===== src/rtl/ex_muldiv_unit_if.sv =====
// Handshake and data bundle between the ID/EX buffer and the iterative
// multiply/divide unit in the EX stage.
interface ex_muldiv_unit_if;
    logic        start;
    logic        op;
    logic        flush;
    logic [15:0] op1;
    logic [15:0] op2;
    logic [3:0]  regDes_IN;
    logic        busy;
    logic        done;
    logic [15:0] result_lo;
    logic [15:0] result_hi;
    logic [3:0]  regDes_OUT;
    logic        regWriteOUT;
    logic        R15WriteOUT;
    logic        div_by_zero;

    modport master (
        output start, op, flush, op1, op2, regDes_IN,
        input  busy, done, result_lo, result_hi, regDes_OUT,
               regWriteOUT, R15WriteOUT, div_by_zero
    );

    modport slave (
        input  start, op, flush, op1, op2, regDes_IN,
        output busy, done, result_lo, result_hi, regDes_OUT,
               regWriteOUT, R15WriteOUT, div_by_zero
    );
endinterface


===== src/rtl/ex_muldiv_unit.sv =====
// Iterative signed 16x16 multiply (shift-add) and 16/16 divide (restoring)
// operating on magnitudes, with a final sign-correction cycle.
module ex_muldiv_unit (
    input  logic             clk,
    input  logic             rst,
    ex_muldiv_unit_if.slave  bus
);

    typedef enum logic [1:0] {
        ST_IDLE = 2'd0,
        ST_RUN  = 2'd1,
        ST_FIX  = 2'd2,
        ST_DONE = 2'd3
    } state_t;

    function automatic logic [15:0] neg16(input logic [15:0] v);
        return 16'h0000 - v;
    endfunction

    function automatic logic [15:0] abs16(input logic [15:0] v);
        return v[15] ? neg16(v) : v;
    endfunction

    state_t      state_r;
    state_t      state_next_s;
    logic        accept_s;
    logic        div0_s;
    logic        busy_r;
    logic        done_r;
    logic [3:0]  cnt_r;
    logic        op_r;
    logic        sign_lo_r;
    logic        sign_hi_r;
    logic [3:0]  des_r;
    logic [15:0] acc_hi_r;
    logic [15:0] acc_lo_r;
    logic [15:0] mag_b_r;
    logic [15:0] result_lo_r;
    logic [15:0] result_hi_r;
    logic [3:0]  regdes_out_r;
    logic        div_by_zero_r;
    logic [15:0] mag_a_s;
    logic [15:0] mag_b_s;
    logic [16:0] mul_sum_s;
    logic [16:0] div_shift_s;
    logic [16:0] div_trial_s;
    logic [31:0] fix_prod_s;

    // Next-state decode and start acceptance
    always_comb begin
        accept_s     = 1'b0;
        div0_s       = 1'b0;
        state_next_s = state_r;
        case (state_r)
            ST_IDLE, ST_DONE: begin
                if (bus.start && !bus.flush) begin
                    accept_s = 1'b1;
                    if (bus.op && (bus.op2 == 16'h0000)) begin
                        div0_s       = 1'b1;
                        state_next_s = ST_DONE;
                    end else begin
                        state_next_s = ST_RUN;
                    end
                end else begin
                    state_next_s = ST_IDLE;
                end
            end
            ST_RUN: begin
                if (bus.flush) begin
                    state_next_s = ST_IDLE;
                end else if (cnt_r == 4'd15) begin
                    state_next_s = ST_FIX;
                end else begin
                    state_next_s = ST_RUN;
                end
            end
            ST_FIX: begin
                if (bus.flush) begin
                    state_next_s = ST_IDLE;
                end else begin
                    state_next_s = ST_DONE;
                end
            end
            default: state_next_s = ST_IDLE;
        endcase
    end

    // Per-iteration arithmetic and sign-corrected product
    always_comb begin
        mag_a_s     = abs16(bus.op1);
        mag_b_s     = abs16(bus.op2);
        mul_sum_s   = {1'b0, acc_hi_r} + (acc_lo_r[0] ? {1'b0, mag_b_r} : 17'd0);
        div_shift_s = {acc_hi_r, acc_lo_r[15]};
        div_trial_s = div_shift_s - {1'b0, mag_b_r};
        fix_prod_s  = sign_lo_r ? (32'd0 - {acc_hi_r, acc_lo_r}) : {acc_hi_r, acc_lo_r};
    end

    // State register with registered busy/done decoded from the next state
    always_ff @(posedge clk or negedge rst) begin
        if (!rst) begin
            state_r <= ST_IDLE;
            busy_r  <= 1'b0;
            done_r  <= 1'b0;
        end else begin
            state_r <= state_next_s;
            busy_r  <= (state_next_s == ST_RUN) || (state_next_s == ST_FIX);
            done_r  <= (state_next_s == ST_DONE);
        end
    end

    // Operand capture, iteration and result registers; acc_lo holds the
    // multiplier (mul) or the dividend shifting into the quotient (div).
    always_ff @(posedge clk or negedge rst) begin
        if (!rst) begin
            cnt_r         <= 4'd0;
            op_r          <= 1'b0;
            sign_lo_r     <= 1'b0;
            sign_hi_r     <= 1'b0;
            des_r         <= 4'd0;
            acc_hi_r      <= 16'h0000;
            acc_lo_r      <= 16'h0000;
            mag_b_r       <= 16'h0000;
            result_lo_r   <= 16'h0000;
            result_hi_r   <= 16'h0000;
            regdes_out_r  <= 4'd0;
            div_by_zero_r <= 1'b0;
        end else if (accept_s) begin
            op_r          <= bus.op;
            des_r         <= bus.regDes_IN;
            sign_lo_r     <= bus.op1[15] ^ bus.op2[15];
            sign_hi_r     <= bus.op ? bus.op1[15] : (bus.op1[15] ^ bus.op2[15]);
            cnt_r         <= 4'd0;
            acc_hi_r      <= 16'h0000;
            div_by_zero_r <= div0_s;
            if (bus.op) begin
                acc_lo_r <= mag_a_s;
                mag_b_r  <= mag_b_s;
            end else begin
                acc_lo_r <= mag_b_s;
                mag_b_r  <= mag_a_s;
            end
            if (div0_s) begin
                result_lo_r  <= 16'hFFFF;
                result_hi_r  <= bus.op1;
                regdes_out_r <= bus.regDes_IN;
            end else begin
                result_lo_r  <= result_lo_r;
                result_hi_r  <= result_hi_r;
                regdes_out_r <= regdes_out_r;
            end
        end else if (state_r == ST_RUN) begin
            cnt_r <= cnt_r + 4'd1;
            if (op_r) begin
                acc_hi_r <= div_trial_s[16] ? div_shift_s[15:0] : div_trial_s[15:0];
                acc_lo_r <= {acc_lo_r[14:0], ~div_trial_s[16]};
            end else begin
                acc_hi_r <= mul_sum_s[16:1];
                acc_lo_r <= {mul_sum_s[0], acc_lo_r[15:1]};
            end
        end else if ((state_r == ST_FIX) && !bus.flush) begin
            regdes_out_r <= des_r;
            if (op_r) begin
                result_lo_r <= sign_lo_r ? neg16(acc_lo_r) : acc_lo_r;
                result_hi_r <= sign_hi_r ? neg16(acc_hi_r) : acc_hi_r;
            end else begin
                result_lo_r <= fix_prod_s[15:0];
                result_hi_r <= fix_prod_s[31:16];
            end
        end else begin
            cnt_r <= cnt_r;
        end
    end

    assign bus.busy        = busy_r;
    assign bus.done        = done_r;
    assign bus.regWriteOUT = done_r;
    assign bus.R15WriteOUT = done_r;
    assign bus.result_lo   = result_lo_r;
    assign bus.result_hi   = result_hi_r;
    assign bus.regDes_OUT  = regdes_out_r;
    assign bus.div_by_zero = div_by_zero_r;

endmodule


===== src/flat_wrapper.sv =====
// flat-port wrapper written by rule: the top's interface ports become plain ports
module ex_muldiv_unit_flat 
  (clk, rst, bus_start, bus_op, bus_flush, bus_op1, bus_op2, bus_regDes_IN, bus_busy, bus_done, bus_result_lo, bus_result_hi, bus_regDes_OUT, bus_regWriteOUT, bus_R15WriteOUT, bus_div_by_zero);
  ex_muldiv_unit_if bus_i ();
  input  logic clk;
  input  logic rst;
  input wire logic [$bits(bus_i.start)-1:0] bus_start;
  input wire logic [$bits(bus_i.op)-1:0] bus_op;
  input wire logic [$bits(bus_i.flush)-1:0] bus_flush;
  input wire logic [$bits(bus_i.op1)-1:0] bus_op1;
  input wire logic [$bits(bus_i.op2)-1:0] bus_op2;
  input wire logic [$bits(bus_i.regDes_IN)-1:0] bus_regDes_IN;
  output wire logic [$bits(bus_i.busy)-1:0] bus_busy;
  output wire logic [$bits(bus_i.done)-1:0] bus_done;
  output wire logic [$bits(bus_i.result_lo)-1:0] bus_result_lo;
  output wire logic [$bits(bus_i.result_hi)-1:0] bus_result_hi;
  output wire logic [$bits(bus_i.regDes_OUT)-1:0] bus_regDes_OUT;
  output wire logic [$bits(bus_i.regWriteOUT)-1:0] bus_regWriteOUT;
  output wire logic [$bits(bus_i.R15WriteOUT)-1:0] bus_R15WriteOUT;
  output wire logic [$bits(bus_i.div_by_zero)-1:0] bus_div_by_zero;
  assign bus_i.start = bus_start;
  assign bus_i.op = bus_op;
  assign bus_i.flush = bus_flush;
  assign bus_i.op1 = bus_op1;
  assign bus_i.op2 = bus_op2;
  assign bus_i.regDes_IN = bus_regDes_IN;
  assign bus_busy = bus_i.busy;
  assign bus_done = bus_i.done;
  assign bus_result_lo = bus_i.result_lo;
  assign bus_result_hi = bus_i.result_hi;
  assign bus_regDes_OUT = bus_i.regDes_OUT;
  assign bus_regWriteOUT = bus_i.regWriteOUT;
  assign bus_R15WriteOUT = bus_i.R15WriteOUT;
  assign bus_div_by_zero = bus_i.div_by_zero;
  ex_muldiv_unit u_core (.clk(clk), .rst(rst), .bus(bus_i));
endmodule

===== config.mk =====
export PLATFORM = sky130hd
export DESIGN_NAME = ex_muldiv_unit_flat
export DESIGN_NICKNAME = d
export VERILOG_FILES = /design/src/rtl/ex_muldiv_unit_if.sv /design/src/rtl/ex_muldiv_unit.sv /design/src/flat_wrapper.sv
export SDC_FILE = /design/constraint.sdc
export NUM_CORES = 1
export LEC_CHECK = 0
export BUFFER_PORTS_ARGS = -buffer_cell sky130_fd_sc_hd__buf_2
export CAP_MARGIN = 40
export CORE_ASPECT_RATIO = 0.5
export CORE_MARGIN = 3
export CORE_UTILIZATION = 30
export CTS_CLUSTER_DIAMETER = 80
export DETAILED_ROUTE_END_ITERATION = 6
export PLACE_DENSITY = 0.43
export SYNTH_ARGS = -nofsm -noshare
export SYNTH_HDL_FRONTEND = slang
export SYNTH_SLANG_ARGS = --single-unit

===== constraint.sdc =====
create_clock -name clk -period 3.7 [get_ports clk]
set_input_delay 0.555 -clock clk [delete_from_list [all_inputs] [get_ports clk]]
set_output_delay 0.555 -clock clk [all_outputs]
set_load 0.05 [all_outputs]

==> metrics.yaml <==
crit_required_ps: 4010
fmax_ghz: 0.305
cp_slowest_cell: "dfrtp_1"
synth_edf_count: 0
p_seq_frac: 0.253
period_share: 0.886
min_path_type: "in -> async"
cts_buffers: 9
power_per_cell_area_mw_per_mm2: 791
power_frac_clock: 0.137
final_common_cell: "nand2_1"
leakagePower_nw: 3.87
final_util: 0.362
drcViolationCount: 0
rr_startpoint: "u_core.acc_lo_r[15]"
avgRoutedWirePerCell_um: 19.8
most-common-layout-cells: "nand2_1 (131), dfrtp_1 (100), nor2_1 (99), o21ai_0 (89), buf_2 (80)"
worstPathCellList: "inv_1 -> ha_1 -> fa_1 -> nor2b_1 -> o31ai_1 -> a211oi_1 -> o2111ai_1 -> nand4_2 -> buf_12 -> or4b_1 -> nand3_1"
worst_pin_slew_ps: 702
vdd_drop_max_uv: 286
clock_skew_ps: 15.3
pre_cts_slack_ps: 459
synth_ff_type: "dfrtp_1"
yosysWarningCount: 0
holdWs_ps: 28.3
swShare: 0.504
slowest_delay_ps: 470
cp.arrival_ps: 3590
core_mm2: 0.0246
rows: 40
num_vias: 7160
syn_area_per_cell_um2: 8.01
outcome: "finished clean"
hold_viol: 0
fp.dieH_um: 119
min_period_ps: 3280
grt_pass1_vias: 6833
dp_cells: 1358
pwr-share-comb: 0.609
htree_levels: 3
critPathKind: "reg -> reg"
ys_ff_latch: 100
dr.pass1.iters: 5
ys_types: 64
cts_resized: 0
reg2reg_depth: 11
synth_area_mm2: 0.00769
initial_core_util: 0.313
relSlewSlack: 0.532
holdBufCountCts: 0
wl_mm: 27.2
cts.sinks: 100
yosysSeqAreaShare: 0.325
reg2reg_slack_ps: 420
root_buffer: "clkbuf_16"
io_pins: 82
gr-total-overflow: 0
critPathLaunchType: "flop"
ant_nets: 0
switchingPower_mw: 3.55
avgViaCountPerCell: 5.21
path_clk_slew_ps: 80
path_buf_inv: 2
power.internal_mw: 3.49
drt-met1-wl_mm: 14.2
path_max_fanout: 22
cts_buffer_depth: 2
port_buffers: 81
reg2reg_to: "u_core.acc_hi_r[11]"
cp-end-kind: "flop"
worst_slack_ps: 423
dp_hpwl_mm: 20.7
syn-num-nets: 1043
die_area_mm2: 0.0277
place_congestion: 0.869
stdcell_count: 1374
finalSetupViolations: 0
post-cts-setup-buffers: 0
highest-signal-layer: "met4"
drv_cap: 0
critPathTopFamily: "simple AND/OR/NAND/NOR gates"
grt_antenna_before_repair: 0
rsz0062_at_grt: "false"
num_antenna_cells: 0
route.met3.wl_mm: 1.03
clock_latency_ps: 370
ys_async_sr_fraction: 1.00
wl_met2_mm: 11.6
fin_setup_tns_ps: 0
grt_max_degree: 60
grt_util_all_layers: 0.198
die_w_um: 232
finalMaxSlewViolations: 0
synth_cells: 960
final_layout_size_suffix_gt1_frac: 0.145
drt_iter0_markers: 504
finalNetCount: 1116
syn2layout_area_growth_pct: 15.6
grt_pass1_wl_mm: 42.1
cts_tree: "yes"
setup.worst_path.start: "u_core.acc_lo_r[15]"
[power groups by stage]
stage | Sequential (mW) | Combinational (mW) | Clock (mW)
floorplan | 2.31 | 2.52 | 0
global placement | 1.80 | 4.29 | 0
detailed placement | 1.80 | 4.27 | 0
CTS | 1.78 | 4.30 | 0.994
global route | 1.84 | 4.70 | 1.04
finish | 1.78 | 4.29 | 0.967
[synth_stat cells, types with 6 or more instances]
library cell    n  share of area
nor4_1          9         0.0073
a211oi_1        7         0.0068
a21oi_1        67          0.044
nor3_1         14         0.0091
o41ai_1         7         0.0080
nor2b_1         7         0.0057
clkbuf_1       42          0.020
o211ai_1       31          0.030
nor2_1        100          0.049
o31ai_1        16          0.016
a31oi_1        18          0.015
a21o_1          8         0.0078
or2_2           6         0.0049
a22oi_1         6         0.0059
nand3_1        13         0.0085
xnor2_1        44          0.050
dfrtp_1       100           0.33
o21a_1          6         0.0059
o21ai_0        89          0.058
nand2_1       131          0.064
ha_1           40          0.065
mux2i_1        31          0.040
inv_1          40          0.020
o221ai_1        6         0.0068
xor2_1         37          0.042
nand2b_1        9         0.0073
or3_1           7         0.0057
[final cells by class]
type,count,area (um^2)
fill,2628,15700
multi-input combinational,767,4830
sequential,100,2500
timing repair buffer,115,708
tap,336,420
clock buffer,10,229
inverter,40,150
clock inverter,6,55.1
[sequential cells by signal, indices dropped and copies added (netlist names)]
register / count
u_core.des_r: 4
u_core.bus.regDes_OUT: 4
u_core.sign_lo_r: 1
u_core.bus.result_hi: 16
u_core.acc_hi_r: 16
u_core.sign_hi_r: 1
u_core.bus.result_lo: 16
u_core.acc_lo_r: 16
u_core.cnt_r: 4
u_core.state_r: 2
u_core.bus.busy: 1
u_core.mag_b_r: 16
u_core.bus.R15WriteOUT: 1
u_core.bus.div_by_zero: 1
u_core.op_r: 1
[worst max path at each step]
stage,endpoint,cells after the start,slack (ps)
after global placement,u_core.acc_hi_r[11],11,560
after CTS,u_core.acc_hi_r[11],11,430
after floorplan,u_core.acc_hi_r[1],11,890
final,u_core.acc_hi_r[11],11,420
after detailed placement,u_core.acc_hi_r[11],11,460
after global routing,u_core.acc_hi_r[14],11,260
[per-stage QoR]
stage | power [mW] | instance area (um^2)
2_1_floorplan | 4.82 | 7690
3_3_place_gp | 6.08 | 8580
3_5_place_dp | 6.07 | 8610
4_1_cts | 7.07 | 8890
5_1_grt | 7.57 | 8890
6_report | 7.04 | 8890
[cells by family after synthesis]
kind of cell / count (synthesis) / share of synthesized area
buffers and inverters: 93 / 0.0481
adder cells (fa/ha/maj): 42 / 0.0703
multiplexers: 32 / 0.0418
AND/OR/NAND/NOR: 324 / 0.191
XOR/XNOR: 81 / 0.0922
flip-flops: 100 / 0.325
AO/OA/AOI/OAI: 288 / 0.231
[layer usage]
layer	global-route usage	vias up
met3	0.0296	26
met1	0.305	3463
met2	0.287	114
met5	0	-
li1	-	3557
met4	0.0453	0
(Power assumes the default switching activity.)
